--- src/rtl/vga_pixel_fetch_if.sv ---
// Read-only word bus between the pixel prefetcher (master) and the CPU data memory (slave).
interface vga_pixel_fetch_if;
  logic        mem_req;
  logic [31:0] mem_addr;
  logic        mem_gnt;
  logic        mem_rvalid;
  logic [31:0] mem_rdata;

  modport master (output mem_req, mem_addr, input mem_gnt, mem_rvalid, mem_rdata);
  modport slave  (input mem_req, mem_addr, output mem_gnt, mem_rvalid, mem_rdata);
endinterface

--- src/rtl/vga_pixel_fetch.sv ---
// Prefetches the 8bpp frame image as 32-bit words into a small FIFO and
// hands the display one pixel per request, restarting on every frame_start.
module vga_pixel_fetch #(
  parameter int BASE_ADDR  = 24,
  parameter int NUM_PX     = 90000,
  parameter int FIFO_DEPTH = 8
) (
  input  logic              clk,
  input  logic              rst_n,
  input  logic              frame_start,
  input  logic              px_req,
  output logic              px_valid,
  output logic [7:0]        px_data,
  output logic              underflow,
  vga_pixel_fetch_if.master mem
);
  localparam int NUM_WORDS = NUM_PX / 4;
  localparam int WCNT_W    = $clog2(NUM_WORDS + 1);
  localparam int PTR_W     = $clog2(FIFO_DEPTH);
  localparam int CNT_W     = PTR_W + 1;
  localparam logic [WCNT_W-1:0] LAST_WORD = WCNT_W'(NUM_WORDS);
  localparam logic [CNT_W-1:0]  DEPTH_C   = CNT_W'(FIFO_DEPTH);
  localparam logic [31:0]       BASE_C    = 32'(BASE_ADDR);

  typedef enum logic [1:0] {IDLE, REQ, WAIT, DONE} state_t;

  state_t            state;
  logic [31:0]       word_ptr;
  logic [WCNT_W-1:0] words_issued;
  logic              discard;
  logic [31:0]       fifo_mem [FIFO_DEPTH];
  logic [PTR_W-1:0]  wr_ptr;
  logic [PTR_W-1:0]  rd_ptr;
  logic [CNT_W-1:0]  fifo_count;
  logic [1:0]        byte_idx;
  logic [31:0]       head_word;
  logic              push;
  logic              pop_px;
  logic              pop_word;

  // frame_start wins over both a pixel pop and a landing response
  assign push      = (state == WAIT) && mem.mem_rvalid && !discard && !frame_start;
  assign pop_px    = px_req && px_valid && !frame_start;
  assign pop_word  = pop_px && (byte_idx == 2'd3);
  assign px_valid  = (fifo_count != '0);
  assign head_word = fifo_mem[rd_ptr];
  assign px_data   = px_valid ? head_word[{byte_idx, 3'b000} +: 8] : 8'h00;

  always_ff @(posedge clk) begin
    if (push) fifo_mem[wr_ptr] <= mem.mem_rdata;
  end

  always_ff @(posedge clk or negedge rst_n) begin
    if (!rst_n) begin
      wr_ptr     <= '0;
      rd_ptr     <= '0;
      fifo_count <= '0;
      byte_idx   <= '0;
      underflow  <= 1'b0;
    end else if (frame_start) begin
      wr_ptr     <= '0;
      rd_ptr     <= '0;
      fifo_count <= '0;
      byte_idx   <= '0;
    end else begin
      if (push)     wr_ptr   <= wr_ptr + 1'b1;
      if (pop_word) rd_ptr   <= rd_ptr + 1'b1;
      if (pop_px)   byte_idx <= byte_idx + 1'b1;
      if (push && !pop_word)      fifo_count <= fifo_count + 1'b1;
      else if (!push && pop_word) fifo_count <= fifo_count - 1'b1;
      if (px_req && !px_valid) underflow <= 1'b1;
    end
  end

  // A request raised or in flight when a frame restarts still finishes on the
  // bus; discard marks its data as stale so the new frame starts clean.
  always_ff @(posedge clk or negedge rst_n) begin
    if (!rst_n) begin
      state        <= IDLE;
      mem.mem_req  <= 1'b0;
      mem.mem_addr <= BASE_C;
      word_ptr     <= BASE_C;
      words_issued <= '0;
      discard      <= 1'b0;
    end else begin
      case (state)
        IDLE, DONE: begin
          if (frame_start) begin
            state        <= REQ;
            word_ptr     <= BASE_C;
            words_issued <= '0;
          end
        end
        REQ: begin
          if (mem.mem_req) begin
            if (frame_start) begin
              discard      <= 1'b1;
              word_ptr     <= BASE_C;
              words_issued <= '0;
            end else if (mem.mem_gnt && !discard) begin
              word_ptr     <= word_ptr + 32'd4;
              words_issued <= words_issued + 1'b1;
            end
            if (mem.mem_gnt) begin
              mem.mem_req <= 1'b0;
              state       <= WAIT;
            end
          end else if (frame_start) begin
            word_ptr     <= BASE_C;
            words_issued <= '0;
          end else if (fifo_count < DEPTH_C) begin
            mem.mem_req  <= 1'b1;
            mem.mem_addr <= word_ptr;
          end
        end
        WAIT: begin
          if (frame_start) begin
            discard      <= 1'b1;
            word_ptr     <= BASE_C;
            words_issued <= '0;
          end
          if (mem.mem_rvalid) begin
            discard <= 1'b0;
            if (frame_start || discard)        state <= REQ;
            else if (words_issued == LAST_WORD) state <= DONE;
            else                                state <= REQ;
          end
        end
        default: state <= IDLE;
      endcase
    end
  end
endmodule

--- src/flat_wrapper.sv ---
// flat-port wrapper written by rule: the top's interface ports become plain ports
module vga_pixel_fetch_flat 
#(
  parameter int BASE_ADDR  = 24,
  parameter int NUM_PX     = 90000,
  parameter int FIFO_DEPTH = 8
)
  (clk, rst_n, frame_start, px_req, px_valid, px_data, underflow, mem_mem_req, mem_mem_addr, mem_mem_gnt, mem_mem_rvalid, mem_mem_rdata);
  vga_pixel_fetch_if mem_i ();
  input  logic clk;
  input  logic rst_n;
  input  logic frame_start;
  input  logic px_req;
  output logic px_valid;
  output logic [7:0] px_data;
  output logic underflow;
  output wire logic [$bits(mem_i.mem_req)-1:0] mem_mem_req;
  output wire logic [$bits(mem_i.mem_addr)-1:0] mem_mem_addr;
  input wire logic [$bits(mem_i.mem_gnt)-1:0] mem_mem_gnt;
  input wire logic [$bits(mem_i.mem_rvalid)-1:0] mem_mem_rvalid;
  input wire logic [$bits(mem_i.mem_rdata)-1:0] mem_mem_rdata;
  assign mem_mem_req = mem_i.mem_req;
  assign mem_mem_addr = mem_i.mem_addr;
  assign mem_i.mem_gnt = mem_mem_gnt;
  assign mem_i.mem_rvalid = mem_mem_rvalid;
  assign mem_i.mem_rdata = mem_mem_rdata;
  vga_pixel_fetch #(.BASE_ADDR(BASE_ADDR), .NUM_PX(NUM_PX), .FIFO_DEPTH(FIFO_DEPTH)) u_core (.clk(clk), .rst_n(rst_n), .frame_start(frame_start), .px_req(px_req), .px_valid(px_valid), .px_data(px_data), .underflow(underflow), .mem(mem_i));
endmodule
--- config.mk ---
export PLATFORM = sky130hd
export DESIGN_NAME = vga_pixel_fetch_flat
export DESIGN_NICKNAME = d
export VERILOG_FILES = /design/src/rtl/vga_pixel_fetch_if.sv /design/src/rtl/vga_pixel_fetch.sv /design/src/flat_wrapper.sv
export SDC_FILE = /design/constraint.sdc
export NUM_CORES = 1
export LEC_CHECK = 0
export CAP_MARGIN = 20
export CORE_UTILIZATION = 64
export CTS_CLUSTER_SIZE = 10
export DETAILED_ROUTE_END_ITERATION = 7
export HOLD_SLACK_MARGIN = 0.05
export PLACE_DENSITY_LB_ADDON = 0.15
export SYNTH_ARGS = -nofsm -noshare
export SYNTH_HDL_FRONTEND = slang
export SYNTH_SLANG_ARGS = --single-unit
--- constraint.sdc ---
create_clock -name clk -period 9.7 [get_ports clk]
set_input_delay 2.425 -clock clk [delete_from_list [all_inputs] [get_ports clk]]
set_output_delay 2.425 -clock clk [all_outputs]
set_load 0.05 [all_outputs]
==> results of run 1 <==
==> final cells by class <==
type,instances,area (sq um),area share
multi-input cells,412,3996,0.2407
clock inverters,4,92.59,0.005576
flip-flops and latches,352,10100,0.6082
clock buffers,52,1077,0.06488
repair buffers,97,920.9,0.05546
well taps,280,350.3,0.02110
inverters,16,62.56,0.003768
diodes,2,5.005,0.0003014
==> power by group <==
group | total (mW) | internal (mW) | switching [mW] | leakage, nW
clock | 1.36 | 0.803 | 0.562 | 0.564
sequential | 1.66 | 1.64 | 0.0200 | 3.61
combinational | 0.229 | 0.0873 | 0.142 | 1.61
total | 3.25 | 2.53 | 0.724 | 5.78
==> logic make-up (layout without fill, tap and decap cells) <==
logic type | after synthesis | in the layout
flops | 352 | 352
fa+ha+maj | 12 | 12
simple gates | 173 | 173
xor+xnor | 43 | 43
other cells | 0 | 2
compound gates | 59 | 59
mux | 125 | 125
buf+inv | 53 | 169
==> synthesized netlist by cell type, drive strengths merged (2+ instances only) <==
cell    number  area [sq um]
nand2       21         78.83
mux4        64          1441
mux2        33         371.6
xnor2       14         130.1
or3          8         55.05
a21o         3         23.77
clkbuf      25         93.84
nor3        10         50.05
nor2        63         236.5
dfstp        4         105.1
and3        12         80.08
a221o        8         88.84
nor2b        6         37.54
ha          11         137.6
dfrtp       92          2302
edfxtp     256          7687
buf         12         63.81
a211oi       3         27.52
nand4       17         106.4
o21ai        9         45.04
and2         2         12.51
a221oi       7         61.31
nor4         2         27.53
nand2b       5         31.28
xor2        29         254.0
inv         16         62.56
nand3       18         90.09
and4         4         35.03
a21oi       22         113.9
mux2i       28         280.3
==> worst max-delay path: cells and delay by family, from the launching register on <==
family                 cells  cell delay (ns)
flip-flops                 1             0.91
AO/OA/AOI/OAI              2             0.37
AND/OR/NAND/NOR            1             0.06
buffers and inverters      2             1.33
multiplexers               2             0.75
==> metrics by stage <==
| stage | setup WS, ns | hold WS [ns] |
|---|---|---|
| 4_1_cts | 3.197 | 0.5046 |
| 5_1_grt | 2.996 | 0.5144 |
| 3_3_place_gp | 3.788 | 0.4841 |
| 2_1_floorplan | 3.915 | 0.4584 |
| 6_report | 3.306 | 0.4997 |
| 3_5_place_dp | 3.751 | 0.4923 |
==> worst paths after layout <==
kind | from | slack, ns | end
max | u_core.rd_ptr[0] | 3.31 | px_data[5]
min | u_core.word_ptr[0] | 0.50 | u_core.word_ptr[0]
max reg2reg | u_core.fifo_count[1] | 6.56 | u_core.fifo_count[3]
min reg2reg | u_core.word_ptr[0] | 0.50 | u_core.word_ptr[0]
max in group asynchronous | rst_n | 6.61 | u_core.rd_ptr[0]
min in group asynchronous | rst_n | 1.79 | u_core.words_issued[3]
==> flip-flops by register name, indices dropped and copies added, names as in the netlist <==
name,cells
u_core.rd_ptr,3
u_core.words_issued,15
u_core.discard,1
u_core.fifo_mem,256
u_core.mem.mem_req,1
u_core.fifo_count,4
u_core.state,2
u_core.underflow,1
u_core.byte_idx,2
u_core.mem.mem_addr,32
u_core.word_ptr,32
u_core.wr_ptr,3
==> metal layers <==
| metal | global-route usage | vias to the layer above | routed length, microns |
|---|---|---|---|
| met5 | 0 | - | 0 |
| met4 | 0.1175 | 0 | 820 |
| met3 | 0.04819 | 55 | 1948 |
| met2 | 0.4692 | 309 | 15430 |
| met1 | 0.3432 | 3992 | 11390 |
| li1 | - | 3383 | - |
==> impl_metrics.yaml, run 1 <==
place:
  io_buffers: 80
  gp_congestion: 0.7853
  post_dp_cell_area_sq_mm: 0.01542
  place_inst: 1156
  dp_hpwl_microns: 16620
clock_tree:
  cts_num_sinks: 352
  clk_latency_ns: 0.54
  post-cts-setup-buffer-count: 0
  ctsRootBufferMaster: "clkbuf_16"
  numCtsBuffers: 41
  cts_tree: "done"
  cts_resized: 0
  cts_hold_buf: 0
  htree_levels: 2
  clockBufferDepth: 3
  path_clk_slew_ns: 0.06
layout:
  fin_util: 0.7609
  final_net_count: 970
  area_growth_pct: 16.51
  drive_above_1_share: 0.2069
  fin_cells: 1215
  final_common_cell: "edfxtp_1"
  design_area_sq_mm: 0.01660
  fillers: 1223
  mostFrequentLayoutCells: "edfxtp_1, dfrtp_1, clkdlybuf4s50_1"
yosys:
  seq_area_frac_synth: 0.7083
  yosys-mux-area-fraction: 0.1469
  yosys_warnings: 0
  synth.distinct_cells: 54
  yosys.area_share.adder: 0.01106
  synth-edff-count: 256
  synth_area_sq_mm: 0.01425
  synthXorXnorAreaFrac: 0.02695
  avgSynthCellArea_sq_um: 17.44
  postSynthCellCount: 817
  synth_compound_gate_area_share: 0.02941
  syn-num-nets: 867
  ys_ff_latch: 352
  synth-async-reset-ratio: 0.2727
  synth_top_family_by_area: "multiplexers"
  synthSimpleGateAreaFrac: 0.06190
  synth-main-ff-cell: "edfxtp_1"
worst_setup_path:
  cp_slowest_cell: "dfrtp_4"
  start_kind: "flop"
  path_cells: "buf_4 -> mux4_2 -> mux2i_1 -> nor2_1 -> a221oi_1 -> a21oi_1 -> clkdlybuf4s50_1"
  timing.critical_path.fanout_max: 40
  path_class: "reg2out"
  cp.arrival_ns: 3.97
  worstRegToRegCells: 10
  worstPathRequired_ns: 7.28
  max_stage_delay_ns: 0.91
  end_kind: "output port"
die:
  rows: 54
  boundaryPins: 81
  core_sq_mm: 0.02182
  die_y_microns: 151.2
  start_util: 0.6530
  fp.dieArea_sq_mm: 0.02287
  chipWidth_microns: 151.2
global_route:
  grt_pass1_vias: 8013
  grt_max_degree: 74
  grt_overflow: 0
  grt_pass1_wl_microns: 45260
  antenna_found_initial: 1
  track_usage: 0.2732
detailed_routing:
  drtPass1Iterations: 5
  final_antenna_net_count: 0
  drt_iter0_markers: 561
  vias_per_cell: 6.370
  routedWlPerCell_microns: 24.35
  vias: 7739
  route.detailed.drc: 0
  wl_microns: 29580
worst_hold_path:
  worstHoldPathCells: 1
  hp-class: "reg2reg"
sta:
  setup_tns_ns: 0
  setup_violations: 0
  fmax_ghz: 0.1564
  rsz0062_at_grt: "false"
  slew_headroom: 0.3563
  slew_violations: 0
  finalCritPeriodShare: 0.6592
  worst_pin_slew_ns: 0.9583
  fin_crit_ns: 6.394
  final-hold-violation-count: 0
  final.setup_skew_ns: 0.02170
pwr:
  max-vdd-ir-drop_mv: 0.2011
  powerDensity_mw_per_mm2: 195.9
  leakage_nw: 5.779
  p_total_mw: 3.253
job:
  cap_violations: 0
outcome:
  status: "finished, final reports clean"
Power figures use the tool's default switching activity.
==> run 2: changes to the inputs <==
--- a/config.mk
+++ b/config.mk
@@ -6,7 +6,7 @@
 export NUM_CORES = 1
 export LEC_CHECK = 0
 export CAP_MARGIN = 20
-export CORE_UTILIZATION = 64
+export CORE_UTILIZATION = 54
 export CTS_CLUSTER_SIZE = 10
 export DETAILED_ROUTE_END_ITERATION = 7
 export HOLD_SLACK_MARGIN = 0.05
==> constraint.sdc (replaced) <==
create_clock -name clk -period 5.36 [get_ports clk]
set_input_delay 1.34 -clock clk [delete_from_list [all_inputs] [get_ports clk]]
set_output_delay 1.34 -clock clk [all_outputs]
set_load 0.05 [all_outputs]
==> run 2 against run 1 <==
Net effect: wire length decreased by 2.4%; first-iteration DRC count increased by 26%; core utilization is 12 points lower; die area grew 18%; sequential cell count unchanged; setup slack worse by 2.8 ns; via count barely moved; combinational power up 83%; final cell count up 5.3%; count of clock-buffer cells in the layout rose by 6; sequential share of layout area is 0.58 points lower; critical endpoint is now px_data[3]; largest cell class unchanged; highest routed layer is now met5.
==> impl_metrics.yaml, run 2 (synthesized netlist as in run 1, its figures left out) <==
sta:
  setup_tns_ns: 0
  final-hold-violation-count: 0
  setup_violations: 0
  fmax_ghz: 0.2063
  final.setup_skew_ns: 0.01381
  fin_crit_ns: 4.848
  slew_headroom: 0.3730
  fin_ws_ns: 0.5119
  finalCritPeriodShare: 0.9045
  worst_pin_slew_ns: 0.9335
  rsz0062_at_grt: "false"
  slew_violations: 0
worst_setup_path:
  cp_slowest_cell: "dfrtp_4"
  max_stage_delay_ns: 0.74
  path_class: "reg2out"
  path_cells: "buf_4 -> mux4_2 -> mux2i_1 -> nor2_1 -> a221oi_1 -> a21oi_1 -> clkdlybuf4s50_1"
  crit_cells: 7
  path_buf_inv: 2
  regToRegSetupSlack_ns: 2.32
  start_kind: "flop"
  worstRegToRegCells: 10
  end_kind: "output port"
  worstPathRequired_ns: 4.02
  r2r-end: "u_core.fifo_count[3]"
  cpLargestDelayFamily: "buffers and inverters"
  cp.arrival_ns: 3.51
  timing.critical_path.fanout_max: 23
  reg2reg_from: "u_core.fifo_count[1]"
die:
  fp.dieArea_sq_mm: 0.02705
  boundaryPins: 81
  core_sq_mm: 0.02598
  rows: 59
  die_y_microns: 164.5
  chipWidth_microns: 164.5
  start_util: 0.5484
layout:
  final_net_count: 978
  drive_above_1_share: 0.2127
  area_growth_pct: 17.64
  largest_reg_flops: 256
  fin_util: 0.6452
  fin_cells: 1280
  regMostFlops: "u_core.fifo_mem"
  antenna_cells: 0
  reg_top3: "u_core.fifo_mem (256), u_core.mem.mem_addr (32), u_core.word_ptr (32)"
  mostFrequentLayoutCells: "edfxtp_1, dfrtp_1, clkdlybuf4s50_1"
  final_common_cell: "edfxtp_1"
detailed_routing:
  drtPass1Iterations: 5
  vias_per_cell: 6.047
  vias: 7740
  final_antenna_net_count: 0
  drt_iter0_markers: 709
  wl_microns: 28870
  route.detailed.drc: 0
  routedWlPerCell_microns: 22.55
pwr:
  max-vdd-ir-drop_mv: 0.2615
  leakage_nw: 5.831
  p_total_mw: 5.876
  powerDensity_mw_per_mm2: 350.5
place:
  place_inst: 1219
  gp_congestion: 0.7833
  dp_hpwl_microns: 17300
  dpl_worst_slack_ns: 1.007
  io_buffers: 80
global_route:
  grt_pass1_vias: 8155
  grt_pass1_wl_microns: 45070
  grt_overflow: 0
  track_usage: 0.2234
  antenna_found_initial: 1
  grt_max_degree: 61
worst_hold_path:
  hold_path_startpoint: "u_core.word_ptr[0]"
  hp-class: "reg2reg"
  worstHoldPathCells: 1
  hold_path_end: "u_core.word_ptr[0]"
job:
  cap_violations: 0
clock_tree:
  cts_hold_buf: 0
  ctsRootBufferMaster: "clkbuf_16"
  cts_num_sinks: 352
  numCtsBuffers: 42
  cts_tree: "done"
  cts_resized: 0
  clk_latency_ns: 0.52
  post-cts-setup-buffer-count: 0
  path_clk_slew_ns: 0.05
  clockBufferDepth: 3
  htree_levels: 2
outcome:
  status: "finished, final reports clean"
## run 2: cell type report
| class | instances | area [sq um] |
|---|---|---|
| clock buffers | 58 | 1131 |
| clock inverters | 3 | 45.04 |
| fillers | 1789 | 9220 |
| inverters | 16 | 62.56 |
| multi-input cells | 412 | 3996 |
| flip-flops and latches | 352 | 10100 |
| well taps | 335 | 419.2 |
| repair buffers | 104 | 1011 |
## run 2: how the worst max path moves through the flow
stage | start | end | slack, ns
finish | u_core.rd_ptr[0] | px_data[3] | 0.51
global route | u_core.rd_ptr[0] | px_data[3] | 0.37
global placement | u_core.rd_ptr[0] | px_data[3] | 1.04
CTS | u_core.rd_ptr[0] | px_data[3] | 0.44
detailed placement | u_core.rd_ptr[0] | px_data[3] | 1.01
floorplan | mem_mem_rvalid | u_core.fifo_mem[0][0] | 0.66
## run 2: per-stage QoR
stage	hold WS, ns	instance area (sq um)
after floorplan	0.4584	14250
after global placement	0.4807	15590
after detailed placement	0.4855	15590
after CTS	0.5036	16760
after global routing	0.5176	16760
final	0.5013	16760
## run 2: power by group
group | internal, mW | switching [mW]
Clock | 1.46 | 0.995
Sequential | 2.97 | 0.0340
Combinational | 0.159 | 0.261
## run 2: per-layer routing
metal / GRT usage / share of wire / up-vias
met5: 0 / 0.00045 / -
met4: 0.06714 / 0.020 / 2
met3: 0.03591 / 0.050 / 45
met2: 0.3909 / 0.52 / 227
met1: 0.2882 / 0.41 / 4066
li1: - / - / 3400
## run 2: worst reg2reg max path: stages (launching register included)
cell	delay (ns)
dfrtp_1	0.43
nor4_4	0.85
inv_4	0.07
and3_4	0.26
nand2b_1	0.20
ha_1	0.29
a21o_2	0.20
a21oi_1	0.20
nand3_1	0.13
a21o_1	0.22
a21oi_2	0.12
